### config.mk
export PLATFORM = sky130hd
export DESIGN_NAME = bcd_serial_dabble_flat
export DESIGN_NICKNAME = d
export VERILOG_FILES = /design/src/rtl/bcd_serial_dabble_if.sv /design/src/rtl/bcd_serial_dabble.sv /design/src/flat_wrapper.sv
export SDC_FILE = /design/constraint.sdc
export NUM_CORES = 1
export LEC_CHECK = 0
export ABC_AREA = 1
export BUFFER_PORTS_ARGS = -buffer_cell sky130_fd_sc_hd__buf_4
export CELL_PAD_IN_SITES_DETAIL_PLACEMENT = 1
export CELL_PAD_IN_SITES_GLOBAL_PLACEMENT = 1
export CORE_MARGIN = 5
export CORE_UTILIZATION = 38
export DETAILED_ROUTE_END_ITERATION = 12
export GPL_ROUTABILITY_DRIVEN = 0
export PLACE_DENSITY_LB_ADDON = 0.1
export SKIP_LAST_GASP = 1
export SLEW_MARGIN = 20
export SYNTH_ARGS = -nofsm -noshare
export SYNTH_HDL_FRONTEND = slang
export SYNTH_SLANG_ARGS = --single-unit
export TNS_END_PERCENT = 50
### constraint.sdc
create_clock -name clk -period 1.1 [get_ports clk]
set_input_delay 0.165 -clock clk [delete_from_list [all_inputs] [get_ports clk]]
set_output_delay 0.165 -clock clk [all_outputs]
set_load 0.01 [all_outputs]
### src/rtl/bcd_serial_dabble_if.sv
// ============================================================================
// Module      : bcd_serial_dabble_if
// Description : Handshake/result bundle for the serial double-dabble
//               binary-to-BCD converter.
//   start    : master -> slave, request conversion of bin
//   bin      : master -> slave, binary operand (IN_WIDTH bits)
//   busy     : slave -> master, conversion in progress
//   done     : slave -> master, one-cycle pulse, bcd/overflow just updated
//   bcd      : slave -> master, packed BCD result (4*DIGITS bits)
//   overflow : slave -> master, last value exceeded 10^DIGITS-1
//   blank    : slave -> master, leading-zero blanking flags
//              (present only when BCD_DABBLE_BLANK_EN is defined)
// Revision    : 1.0 - initial release
// ============================================================================
`default_nettype none

interface bcd_serial_dabble_if #(
  parameter int IN_WIDTH = 8,
  parameter int DIGITS   = 3
);
  logic                  start;
  logic [IN_WIDTH-1:0]   bin;
  logic                  busy;
  logic                  done;
  logic [4*DIGITS-1:0]   bcd;
  logic                  overflow;
`ifdef BCD_DABBLE_BLANK_EN
  logic [DIGITS-1:0]     blank;

  modport master (output start, bin, input busy, done, bcd, overflow, blank);
  modport slave  (input start, bin, output busy, done, bcd, overflow, blank);
`else
  modport master (output start, bin, input busy, done, bcd, overflow);
  modport slave  (input start, bin, output busy, done, bcd, overflow);
`endif
endinterface

`default_nettype wire

### src/rtl/bcd_serial_dabble.sv
// ============================================================================
// Module      : bcd_serial_dabble
// Description : Sequential binary-to-BCD converter (shift-and-add-3), one
//               input bit per clock. Conversion latency IN_WIDTH+1 cycles
//               from accepted start to done pulse.
// Ports       :
//   clk    : system clock, rising edge
//   rst_n  : asynchronous active-low reset
//   bus    : bcd_serial_dabble_if.slave (start/bin in; busy/done/bcd/
//            overflow[/blank] out, all registered)
// Options     : define BCD_DABBLE_BLANK_EN to add the blank output, a
//               leading-zero mask registered alongside bcd.
// Revision    : 1.0 - initial release
// ============================================================================
`default_nettype none

module bcd_serial_dabble #(
  parameter int IN_WIDTH = 8,
  parameter int DIGITS   = 3
) (
  input  logic                clk,
  input  logic                rst_n,
  bcd_serial_dabble_if.slave  bus
);

  localparam int SW = 4 * DIGITS;
  localparam int CW = (IN_WIDTH < 1) ? 1 : $clog2(IN_WIDTH + 1);

  typedef enum logic [1:0] {
    S_IDLE  = 2'd0,
    S_SHIFT = 2'd1,
    S_DONE  = 2'd2
  } state_t;

  state_t               state_q,   state_d;
  logic [IN_WIDTH-1:0]  sr_q,      sr_d;
  logic [SW-1:0]        scr_q,     scr_d;
  logic                 ovs_q,     ovs_d;
  logic [CW-1:0]        cnt_q,     cnt_d;
  logic                 busy_q,    busy_d;
  logic                 done_q,    done_d;
  logic [SW-1:0]        bcd_q,     bcd_d;
  logic                 ovf_q,     ovf_d;
`ifdef BCD_DABBLE_BLANK_EN
  logic [DIGITS-1:0]    blank_q,   blank_d;
`endif

  logic [SW-1:0]        adj;

  always_comb begin
    state_d = state_q;
    sr_d    = sr_q;
    scr_d   = scr_q;
    ovs_d   = ovs_q;
    cnt_d   = cnt_q;
    busy_d  = 1'b0;
    done_d  = 1'b0;
    bcd_d   = bcd_q;
    ovf_d   = ovf_q;
`ifdef BCD_DABBLE_BLANK_EN
    blank_d = blank_q;
`endif

    // Add-3 correction on every digit in parallel, from pre-shift values.
    adj = scr_q;
    for (int k = 0; k < DIGITS; k++) begin
      if (scr_q[4*k +: 4] >= 4'd5) begin
        adj[4*k +: 4] = scr_q[4*k +: 4] + 4'd3;
      end
    end

    case (state_q)
      // DONE accepts start exactly like IDLE so conversions can run back-to-back.
      S_IDLE, S_DONE: begin
        state_d = S_IDLE;
        if (bus.start) begin
          sr_d    = bus.bin;
          scr_d   = '0;
          ovs_d   = 1'b0;
          cnt_d   = CW'(IN_WIDTH);
          busy_d  = 1'b1;
          state_d = S_SHIFT;
        end
      end

      S_SHIFT: begin
        {scr_d, sr_d} = {adj, sr_q} << 1;
        // Any bit pushed out of the top digit means the value did not fit.
        ovs_d = ovs_q | adj[SW-1];
        cnt_d = cnt_q - CW'(1);
        if (cnt_q == CW'(1)) begin
          // Results are loaded on entry to DONE so they are valid while done=1.
          state_d = S_DONE;
          done_d  = 1'b1;
          bcd_d   = scr_d;
          ovf_d   = ovs_d;
`ifdef BCD_DABBLE_BLANK_EN
          blank_d = '0;
          for (int k = 1; k < DIGITS; k++) begin
            blank_d[k] = ((scr_d >> (4*k)) == '0);
          end
`endif
        end else begin
          busy_d = 1'b1;
        end
      end

      default: state_d = S_IDLE;
    endcase
  end

  always_ff @(posedge clk or negedge rst_n) begin
    if (!rst_n) begin
      state_q <= S_IDLE;
      sr_q    <= '0;
      scr_q   <= '0;
      ovs_q   <= 1'b0;
      cnt_q   <= '0;
      busy_q  <= 1'b0;
      done_q  <= 1'b0;
      bcd_q   <= '0;
      ovf_q   <= 1'b0;
`ifdef BCD_DABBLE_BLANK_EN
      blank_q <= '0;
`endif
    end else begin
      state_q <= state_d;
      sr_q    <= sr_d;
      scr_q   <= scr_d;
      ovs_q   <= ovs_d;
      cnt_q   <= cnt_d;
      busy_q  <= busy_d;
      done_q  <= done_d;
      bcd_q   <= bcd_d;
      ovf_q   <= ovf_d;
`ifdef BCD_DABBLE_BLANK_EN
      blank_q <= blank_d;
`endif
    end
  end

  assign bus.busy     = busy_q;
  assign bus.done     = done_q;
  assign bus.bcd      = bcd_q;
  assign bus.overflow = ovf_q;
`ifdef BCD_DABBLE_BLANK_EN
  assign bus.blank    = blank_q;
`endif

endmodule

`default_nettype wire
### src/flat_wrapper.sv
// flat-port wrapper written by rule: the top's interface ports become plain ports
module bcd_serial_dabble_flat 
#(
  parameter int IN_WIDTH = 8,
  parameter int DIGITS   = 3
)
  (clk, rst_n, bus_start, bus_bin, bus_busy, bus_done, bus_bcd, bus_overflow);
  bcd_serial_dabble_if #(.IN_WIDTH(IN_WIDTH), .DIGITS(DIGITS)) bus_i ();
  input  logic clk;
  input  logic rst_n;
  input wire logic [$bits(bus_i.start)-1:0] bus_start;
  input wire logic [$bits(bus_i.bin)-1:0] bus_bin;
  output wire logic [$bits(bus_i.busy)-1:0] bus_busy;
  output wire logic [$bits(bus_i.done)-1:0] bus_done;
  output wire logic [$bits(bus_i.bcd)-1:0] bus_bcd;
  output wire logic [$bits(bus_i.overflow)-1:0] bus_overflow;
  assign bus_i.start = bus_start;
  assign bus_i.bin = bus_bin;
  assign bus_busy = bus_i.busy;
  assign bus_done = bus_i.done;
  assign bus_bcd = bus_i.bcd;
  assign bus_overflow = bus_i.overflow;
  bcd_serial_dabble #(.IN_WIDTH(IN_WIDTH), .DIGITS(DIGITS)) u_core (.clk(clk), .rst_n(rst_n), .bus(bus_i));
endmodule
==> impl_metrics.env <==
export IMPL_syn_inst=228
export IMPL_leakagePower_nw=1.44
export IMPL_crit_path_start_kind="flip-flop"
export IMPL_worst_path_largest_cell_delay_ns=0.46
export IMPL_first_pass_iters=4
export IMPL_htree_levels=2
export IMPL_post_dp_hpwl_um=3640
export IMPL_hp_class="input pin to flip-flop"
export IMPL_grt_pass1_wl_um=8780
export IMPL_worst_pin_slew_ns=0.275
export IMPL_power_per_cell_area_mw_per_mm2=3160
export IMPL_clk_path_buf_depth=2
export IMPL_synth_flop_cell="dfrtp_1"
export IMPL_path_clk_slew_ns=0.08
export IMPL_gr_total_overflow=0
export IMPL_via_per_inst=4.80
export IMPL_io_pins=26
export IMPL_slew_viol_final=0
export IMPL_drive_gt1_frac=0.426
export IMPL_area_growth_pct=43.3
export IMPL_yosysTopAreaCell="dfrtp_1"
export IMPL_vias=1733
export IMPL_core_area_mm2=0.00507
export IMPL_die_x_um=82.2
export IMPL_fin_nets=309
export IMPL_cts_tree="built"
export IMPL_drv_cap=0
export IMPL_io_buffers=25
export IMPL_ys_top_cells_by_count="nand2_1, dfrtp_1, inv_1, nand3_1, o21ai_0"
export IMPL_cp_max_fo=4
export IMPL_ys_types=21
export IMPL_first_iter_violations=24
export IMPL_ant_nets=0
export IMPL_finalHoldViolations=0
export IMPL_syn_area_mm2=0.00198
export IMPL_drc=0
export IMPL_synth_top_area_frac=0.530
export IMPL_multi_input_area_mm2=0.00100
export IMPL_yosys_warnings=0
export IMPL_ir_drop_uv=1190
export IMPL_die_h_um=82.2
export IMPL_insertion_delay_ns=0.29
export IMPL_rsz0062_at_grt="true"
export IMPL_die_area_mm2=0.00676
export IMPL_timing_final_crit_share=1.17
export IMPL_grt_use_total=0.172
export IMPL_grt_pass1_vias=1867
export IMPL_synth_net_count=247
export IMPL_cts_buffers=5
export IMPL_num_fill_cells=614
export IMPL_start_util=0.391
export IMPL_grt_max_degree=20
export IMPL_routed_wl_um=5250
export IMPL_std_cell_rows=26
export IMPL_cts_root_buf="clkbuf_8"
export IMPL_min_period_ns=1.29
export IMPL_setup_slack_ns=-0.188
export IMPL_finClkSkew_ns=0.00275
export IMPL_syn_area_per_cell_um2=8.70
export IMPL_synth_edf_count=0
export IMPL_yosysMostFrequentCell="nand2_1"
export IMPL_final_seq_area_mm2=0.00105
export IMPL_synthArstFlopShare=1.00
export IMPL_routedWlPerCell_um=14.6
export IMPL_finalPower_mw=8.99
export IMPL_synth_seq_cells=42
export IMPL_fmax_ghz=0.777
export IMPL_crit_chain="inv_2 > ha_4 > inv_2 > nand2_2 > nand2_2 > inv_4 > nand3_2 > nand3_2 > nand2_1"
export IMPL_relSlewSlack=0.816
export IMPL_seq_area_frac_synth=0.530
export IMPL_crit_type="flip-flop to flip-flop"
export IMPL_insertedDiodeCount=0
export IMPL_arrival_ns=1.47
export IMPL_yosys_top_cells_area="dfrtp_1, nand2_1, nand3_1"
export IMPL_cp_data_required_time_ns=1.29
export IMPL_tns_ns=-3.21
export IMPL_violations="negative setup slack"
export IMPL_crit_path_top_delay_cell="dfrtp_2"
export IMPL_outcome="finished with violations"
export IMPL_clock_sinks=42
export IMPL_setup_viol=27
export IMPL_end_kind="flip-flop"
export IMPL_antenna_found_initial=0
-- layout by cell type (no fill, tap or decap), types with 6 or more instances in the layout --
cell | synthesis | final
dfrtp_1 | 42 | 41
nand2_2 | 4 | 10
inv_2 | 3 | 11
nand3_2 | 0 | 13
o21ai_1 | 5 | 8
nand3_1 | 24 | 10
o21ai_0 | 15 | 10
buf_4 | 2 | 58
nand2_1 | 71 | 59
nand2_4 | 0 | 6
clkbuf_8 | 0 | 8
inv_1 | 28 | 17
-- sequential cells by signal, indices dropped and copies added, names as in the netlist --
name / cells
u_core.scr_q: 12
u_core.bus.busy: 1
u_core.sr_q: 8
u_core.bus.bcd: 12
u_core.ovs_q: 1
u_core.state_q: 2
u_core.bus.done: 1
u_core.cnt_q: 4
u_core.bus.overflow: 1
-- final cells by class --
cell class / instances / share of cell area
Inverter: 31 / 0.0445
Multi-Input combinational cell: 150 / 0.352
Tap cell: 70 / 0.0308
Timing Repair Buffer: 60 / 0.164
Sequential cell: 42 / 0.370
Clock buffer: 8 / 0.0387
-- critical path: cells and delay by family (launching register included) --
kind	cells	cell delay, ns
adder cells (fa/ha/maj)	1	0.13
buffers and inverters	3	0.22
flip-flops	1	0.46
AND/OR/NAND/NOR	5	0.36
-- power by group --
group	internal, mW	switching [mW]
registers	2.25	0.448
logic	2.27	2.85
clock network	0.634	0.536
total	5.15	3.84
-- kinds of logic after synthesis --
| group | after synthesis | synth area share |
|---|---|---|
| compound gates | 37 | 0.113 |
| buf+inv | 36 | 0.0801 |
| flops | 42 | 0.530 |
| fa+ha+maj | 8 | 0.0505 |
| simple gates | 104 | 0.222 |
| xor+xnor | 1 | 0.00442 |
-- final timing paths --
kind | startpoint | endpoint | slack (ns) | depth (start not counted)
hold / removal | bus_bin[2] | u_core.sr_q[2] | 0.08 | 3
setup reg to reg | u_core.scr_q[8] | u_core.scr_q[10] | -0.19 | 9
min in group asynchronous | rst_n | u_core.bus.overflow | 0.29 | 2
hold reg to reg | u_core.bus.bcd[10] | u_core.bus.bcd[10] | 0.49 | 2
setup / recovery | u_core.scr_q[8] | u_core.scr_q[10] | -0.19 | 9
max in group asynchronous | rst_n | u_core.bus.bcd[3] | 0.39 | 3
-- through the flow --
stage	worst slack [ns]	cell area, um^2	utilization	hold WS, ns	cells
2_1_floorplan	-0.0680	2030	-	-0.131	228
3_3_place_gp	-0.198	2470	0.486	0.0623	344
3_5_place_dp	-0.257	2470	0.486	0.0643	344
4_1_cts	-0.166	2730	0.539	0.0709	357
5_1_grt	-0.262	2840	0.560	0.0736	361
6_report	-0.188	2840	0.560	0.0781	361
-- layer usage --
| layer | share of wire | GRT usage | vias to the layer above |
|---|---|---|---|
| met5 | 0 | 0 | - |
| met4 | 0.013 | 0.0532 | 0 |
| met3 | 0.032 | 0.0304 | 7 |
| met2 | 0.52 | 0.312 | 24 |
| met1 | 0.44 | 0.206 | 843 |
| li1 | - | - | 859 |
-- repair_timing --
item / 4_1_cts / 5_1_grt
setup buffers: 4 / 4
endpoints found under the hold margin: 17 / 0
hold buffers: 1 / 0
setup endpoints to repair: 30 / 37
resized for setup: 34 / 23
pin swaps: 11 / 6
Note: power is estimated with default switching activity, not from simulation.
